`src/rtl/multicycle_control.sv`:
```
// multicycle_control: sequencing FSM for a multicycle MIPS datapath with a shared memory and ALU.
// Every output is decoded from the current state, so reset clears all strobes without waiting for a clock.
module multicycle_control #(
    parameter int CNT_W = 32
) (
    input  logic             clk,
    input  logic             reset,
    input  logic             Run,
    input  logic [5:0]       Opcode,
    input  logic             Zero,
    input  logic             MemReady,
    output logic             PCWrite,
    output logic             PCWriteCond,
    output logic             BranchNE,
    output logic             IorD,
    output logic             MemRead,
    output logic             MemWrite,
    output logic             IRWrite,
    output logic             MemtoReg,
    output logic [1:0]       RegDst,
    output logic             RegWrite,
    output logic             ALUSrcA,
    output logic [1:0]       ALUSrcB,
    output logic [2:0]       ALUOp,
    output logic [1:0]       PCSource,
    output logic             Trap,
    output logic [3:0]       State,
    output logic [CNT_W-1:0] InstrCount
);
    typedef enum logic [3:0] {
        FETCH = 4'd0, DECODE = 4'd1, MEMADR = 4'd2, MEMRD = 4'd3, MEMWB = 4'd4,
        MEMWR = 4'd5, REXEC = 4'd6, RWB = 4'd7, BRANCH = 4'd8, JUMP = 4'd9,
        IEXEC = 4'd10, IWB = 4'd11, JAL = 4'd12, TRAP = 4'd15
    } state_t;
    state_t state, next;
    logic unused_zero;
    // The branch decision itself is made in the datapath from Zero and BranchNE.
    assign unused_zero = Zero;
    assign State = state;
    always_ff @(posedge clk or negedge reset)
        if (!reset) begin
            state      <= FETCH;
            InstrCount <= '0;
        end else begin
            state <= next;
            if (next == FETCH && state != FETCH) InstrCount <= InstrCount + CNT_W'(1);
        end
    always_comb begin
        next        = state;
        PCWrite     = 1'b0;
        PCWriteCond = 1'b0;
        BranchNE    = 1'b0;
        IorD        = 1'b0;
        MemRead     = 1'b0;
        MemWrite    = 1'b0;
        IRWrite     = 1'b0;
        MemtoReg    = 1'b0;
        RegDst      = 2'd0;
        RegWrite    = 1'b0;
        ALUSrcA     = 1'b0;
        ALUSrcB     = 2'd0;
        ALUOp       = 3'b000;
        PCSource    = 2'd0;
        Trap        = 1'b0;
        case (state)
            FETCH: begin
                MemRead = Run;
                ALUSrcB = 2'd1;
                IRWrite = Run & MemReady;
                PCWrite = Run & MemReady;
                next    = (Run & MemReady) ? DECODE : FETCH;
            end
            DECODE: begin
                ALUSrcB = 2'd3;
                next = (Opcode == 6'h00) ? REXEC :
                       (Opcode == 6'h23 || Opcode == 6'h2B) ? MEMADR :
                       (Opcode == 6'h04 || Opcode == 6'h05) ? BRANCH :
                       (Opcode == 6'h08 || Opcode == 6'h0C ||
                        Opcode == 6'h0D || Opcode == 6'h0F) ? IEXEC :
                       (Opcode == 6'h02) ? JUMP :
                       (Opcode == 6'h03) ? JAL : TRAP;
            end
            MEMADR: begin
                ALUSrcA = 1'b1;
                ALUSrcB = 2'd2;
                next    = (Opcode == 6'h23) ? MEMRD : MEMWR;
            end
            MEMRD: begin
                MemRead = 1'b1;
                IorD    = 1'b1;
                next    = MemReady ? MEMWB : MEMRD;
            end
            MEMWB: begin
                MemtoReg = 1'b1;
                RegWrite = 1'b1;
                next     = FETCH;
            end
            MEMWR: begin
                MemWrite = 1'b1;
                IorD     = 1'b1;
                next     = MemReady ? FETCH : MEMWR;
            end
            REXEC: begin
                ALUSrcA = 1'b1;
                ALUOp   = 3'b111;
                next    = RWB;
            end
            RWB: begin
                RegDst   = 2'd1;
                RegWrite = 1'b1;
                next     = FETCH;
            end
            BRANCH: begin
                ALUSrcA     = 1'b1;
                ALUOp       = 3'b001;
                PCWriteCond = 1'b1;
                PCSource    = 2'd1;
                BranchNE    = (Opcode == 6'h05);
                next        = FETCH;
            end
            IEXEC: begin
                ALUSrcA = 1'b1;
                ALUSrcB = 2'd2;
                ALUOp   = (Opcode == 6'h0C) ? 3'b011 :
                          (Opcode == 6'h0D) ? 3'b010 :
                          (Opcode == 6'h0F) ? 3'b100 : 3'b000;
                next    = IWB;
            end
            IWB: begin
                RegWrite = 1'b1;
                next     = FETCH;
            end
            JUMP: begin
                PCWrite  = 1'b1;
                PCSource = 2'd2;
                next     = FETCH;
            end
            JAL: begin
                RegDst   = 2'd2;
                RegWrite = 1'b1;
                PCWrite  = 1'b1;
                PCSource = 2'd2;
                next     = FETCH;
            end
            default: begin
                Trap = 1'b1;
                next = TRAP;
            end
        endcase
    end
endmodule

```
`config.mk`:
```
export PLATFORM = sky130hd
export DESIGN_NAME = multicycle_control
export DESIGN_NICKNAME = d
export VERILOG_FILES = /design/src/rtl/multicycle_control.sv
export SDC_FILE = /design/constraint.sdc
export NUM_CORES = 1
export LEC_CHECK = 0
export ABC_AREA = 1
export BUFFER_PORTS_ARGS = -buffer_cell sky130_fd_sc_hd__buf_2
export CAP_MARGIN = 40
export CORE_ASPECT_RATIO = 0.6
export CORE_MARGIN = 4
export CORE_UTILIZATION = 54
export CTS_CLUSTER_SIZE = 10
export DETAILED_ROUTE_END_ITERATION = 8
export GPL_TIMING_DRIVEN = 0
export PLACE_DENSITY = 0.8
export SYNTH_ARGS = -nofsm -noshare
export SYNTH_HDL_FRONTEND = slang
export SYNTH_SLANG_ARGS = --single-unit
export TNS_END_PERCENT = 20
```
`constraint.sdc`:
```
create_clock -name clk -period 2.1 [get_ports clk]
set_input_delay 0.21 -clock clk [delete_from_list [all_inputs] [get_ports clk]]
set_output_delay 0.21 -clock clk [all_outputs]
set_load 0.02 [all_outputs]
```
==> impl_results.rst <==
.. list-table::
   :header-rows: 1

   * - Metric
     - Value
   * - Hold/Removal Path Class
     - input pin to async pin
   * - Pre-CTS setup slack
     - 56.5 ps
   * - Fillers
     - 479
   * - Combined area of all synthesized cells
     - 0.00284 mm²
   * - Power Dens Cells
     - 381 mW/mm²
   * - Synthesized net count
     - 467
   * - Reg-to-reg critical path startpoint
     - InstrCount[0]
   * - Sinks on Clock Net
     - 36
   * - Setup repair after global routing missed its margin
     - false
   * - Worst setup path category
     - register to output port
   * - Total global routing track utilization
     - 27.9%
   * - Via count of the first global-routing pass
     - 2897
   * - Most used standard cells in the synthesized netlist
     - 189 x nand2_1, 76 x nor2_1, 36 x dfrtp_1, 36 x nand4_1, 35 x inv_1
   * - Routed vias/inst
     - 5.55
   * - Register area share after synthesis
     - 31.8%
   * - Avg Cell Area, Syn
     - 6.23 µm²
   * - Highest attainable clock frequency
     - 506 MHz
   * - Worst-case register-to-register setup slack
     - 130 ps
   * - Antenna violations before repair
     - 0
   * - Count of flip-flops with a built-in enable after synthesis
     - 0
   * - TritonCTS clock tree
     - done
   * - Floorplan die height
     - 64.1 µm
   * - Crit path arrival time
     - 1770 ps
   * - Share of post-route cells with drive strength above 1
     - 19.7%
   * - Setup violation total in the final timing report
     - 0
   * - Number of pins exceeding their max-slew limit in the final report
     - 0
   * - Final WS setup
     - 123 ps
   * - Number of distinct library cell variants in the gate-level netlist after synthesis
     - 24
   * - Post-route antenna net violation count
     - 0
   * - Buffer type at the clock tree root
     - clkbuf_8
   * - Detail-routed net length per standard cell
     - 14.8 µm
   * - Most common cell in the netlist
     - nand2_1
   * - MaxCap Viol Count
     - 0
   * - Post-layout minimum cycle time
     - 1980 ps
   * - Warnings, synthesis
     - 0
   * - Clock buffer count from CTS
     - 5
   * - Rows
     - 20
   * - Critical Path Fanout Max
     - 6
   * - Gpl congestion
     - 0.947
   * - Dominant cells by area after synthesis
     - dfrtp_1 32%, nand2_1 25%, nor2_1 10%
   * - Pre-antenna DRT Iters
     - 5
   * - Type of element launching the critical path
     - register
   * - Area taken by multi-input logic gates
     - 0.00171 mm²
   * - Synth async-reset ratio
     - 100%
   * - Library cell occupying the most area in the post-synthesis netlist
     - dfrtp_1
   * - Leakage component of the power
     - 1.86 nW
   * - Die Footprint
     - 0.00651 mm²
   * - Initial cell density of the core
     - 55.8%
   * - Maximum vdd ir drop
     - 214 µV
   * - Hold slack final
     - -2.09 ps
   * - Final hold violation count
     - 2
   * - Setup TNS
     - 0 ps
   * - Violated checks
     - negative hold slack
   * - Setup crit end kind
     - output port
   * - CTS H-tree lvls
     - 2
   * - Area Growth Syn to Fin
     - 18.5%
   * - Ant. Diodes
     - 0
   * - Core Footprint
     - 0.00508 mm²
   * - Total placed instance area
     - 0.00324 mm²
   * - Hold bufs inserted after CTS
     - 0
   * - Primary FF master, synth
     - dfrtp_1
   * - Total wirelength of the detailed-routed design
     - 8.80 mm
   * - Post-Route Skew
     - 8.14 ps
   * - R2r worst-path depth
     - 9
   * - Period Utilization, post-route
     - 94.1%
   * - Count of pins on the block boundary
     - 67
   * - Data required time of the critical path
     - 1890 ps
   * - Remaining design rule violation count
     - 0
   * - Fraction of post-synthesis cell area in the top cell type by area
     - 31.8%
   * - Number of violations reported at the end of detailed-routing iteration 0
     - 390
   * - Die W
     - 102 µm
   * - Half-perimeter wire length after detailed placement
     - 6.88 mm
   * - Max_slew headroom
     - 46.7%
   * - Buffers inserted during post-CTS setup optimization
     - 0
   * - Wire length of the first global-routing pass
     - 14.3 mm
   * - Final-stage net count
     - 539
   * - Largest net degree at the start of global routing
     - 37
   * - Yosys reg bits
     - 36
   * - Reg2reg end
     - InstrCount[25]
   * - Largest buffer count on any clock path
     - 2
   * - Clock slew at reported path FFs
     - 80 ps
   * - Latest clock arrival within the worst-skew pair
     - 290 ps
   * - Total vias in the final route
     - 3290
   * - Worst Max-Slew Pin Slew
     - 800 ps
   * - Sum of overflow across all layers after global routing
     - 0
   * - Result of the run
     - finished, violations left
   * - Non-Filler Cell Area, Final
     - 0.00336 mm²
   * - Seq. cell area
     - 903 µm²
   * - Synthesized instance count
     - 455
   * - Number of input and output port buffers inserted
     - 65
-- power by group --
group          internal (mW)  switching, mW
combinational         0.0112         0.0322
clock                  0.292          0.252
sequential             0.693              0
total                  0.996          0.284
-- worst max path at each step --
stage / endpoint / cells after the start / startpoint / slack (ps)
2_1_floorplan: ALUOp[0] / 4 / State[1] / 100
3_3_place_gp: InstrCount[16] / 8 / InstrCount[0] / 70
3_5_place_dp: InstrCount[16] / 8 / InstrCount[0] / 60
4_1_cts: ALUOp[0] / 6 / State[2] / 40
5_1_grt: ALUOp[0] / 6 / State[2] / 7
6_report: ALUOp[0] / 6 / State[2] / 120
-- timing repair --
| action | CTS | global route |
|---|---|---|
| setup endpoints to repair | 1 | 33 |
| gates cloned | 0 | 0 |
| gates resized for setup | 1 | 8 |
-- logic make-up (layout without fill, tap and decap cells) --
logic type	count (synthesis)	count (layout)	synth area share, %
flops	36	36	31.8
simple gates	342	342	53.0
fa+ha+maj	1	1	0.441
xor+xnor	15	15	4.63
buf+inv	53	125	8.52
compound gates	8	8	1.59
-- layout by cell type, fill, tap and decap left out --
master,n
o311ai_1,1
xor2_1,11
buf_6,3
nor2_1,72
xnor2_1,4
dfrtp_1,34
dfrtp_2,2
nand3b_4,1
o22ai_1,1
ha_2,1
clkbuf_8,7
buf_4,3
inv_2,5
nand2_2,1
nand4_1,36
nand3_1,19
nand3b_1,14
nor2_4,3
o21ai_0,5
nor2_2,5
nor3_1,1
nand2_1,189
a21oi_1,1
buf_2,72
inv_1,35
nand3_4,1
-- sequential cells by signal, indices dropped and copies added, names as in the netlist --
name,count
InstrCount,32
State,4
-- per-layer routing --
metal / share of wire, % / vias to the layer above / wire length (µm) / track usage, %
met5: 0 / - / 0 / 0
li1: - / 1600 / - / -
met3: 11 / 15 / 1010 / 5.78
met4: 0.87 / 0 / 77 / 4.48
met2: 38 / 196 / 3360 / 36.7
met1: 49 / 1479 / 4350 / 46.3
-- worst max-delay path, cell delays in order, from the launching register on --
cell	delay [ps]
dfrtp_2	460
inv_2	100
nand2_1	140
nor2_2	190
nand3_1	120
o311ai_1	260
buf_2	220
-- layout make-up --
class | count | area share (%)
inverters | 40 | 4.47
clock buffers | 7 | 2.87
multi-input cells | 366 | 50.9
plain buffers | 13 | 2.72
repair buffers | 65 | 9.68
flip-flops and latches | 36 | 26.9
well taps | 66 | 2.46
-- metrics by stage --
step | util, % | std cells | hold slack [ps] | power, mW
2_1_floorplan | - | 455 | -85.6 | 0.721
3_3_place_gp | 63.8 | 586 | 328 | 0.749
3_5_place_dp | 63.8 | 586 | 351 | 0.750
4_1_cts | 65.8 | 593 | 34.0 | 1.29
5_1_grt | 66.1 | 593 | 77.7 | 1.32
6_report | 66.1 | 593 | -2.09 | 1.28
(Power assumes the default switching activity.)
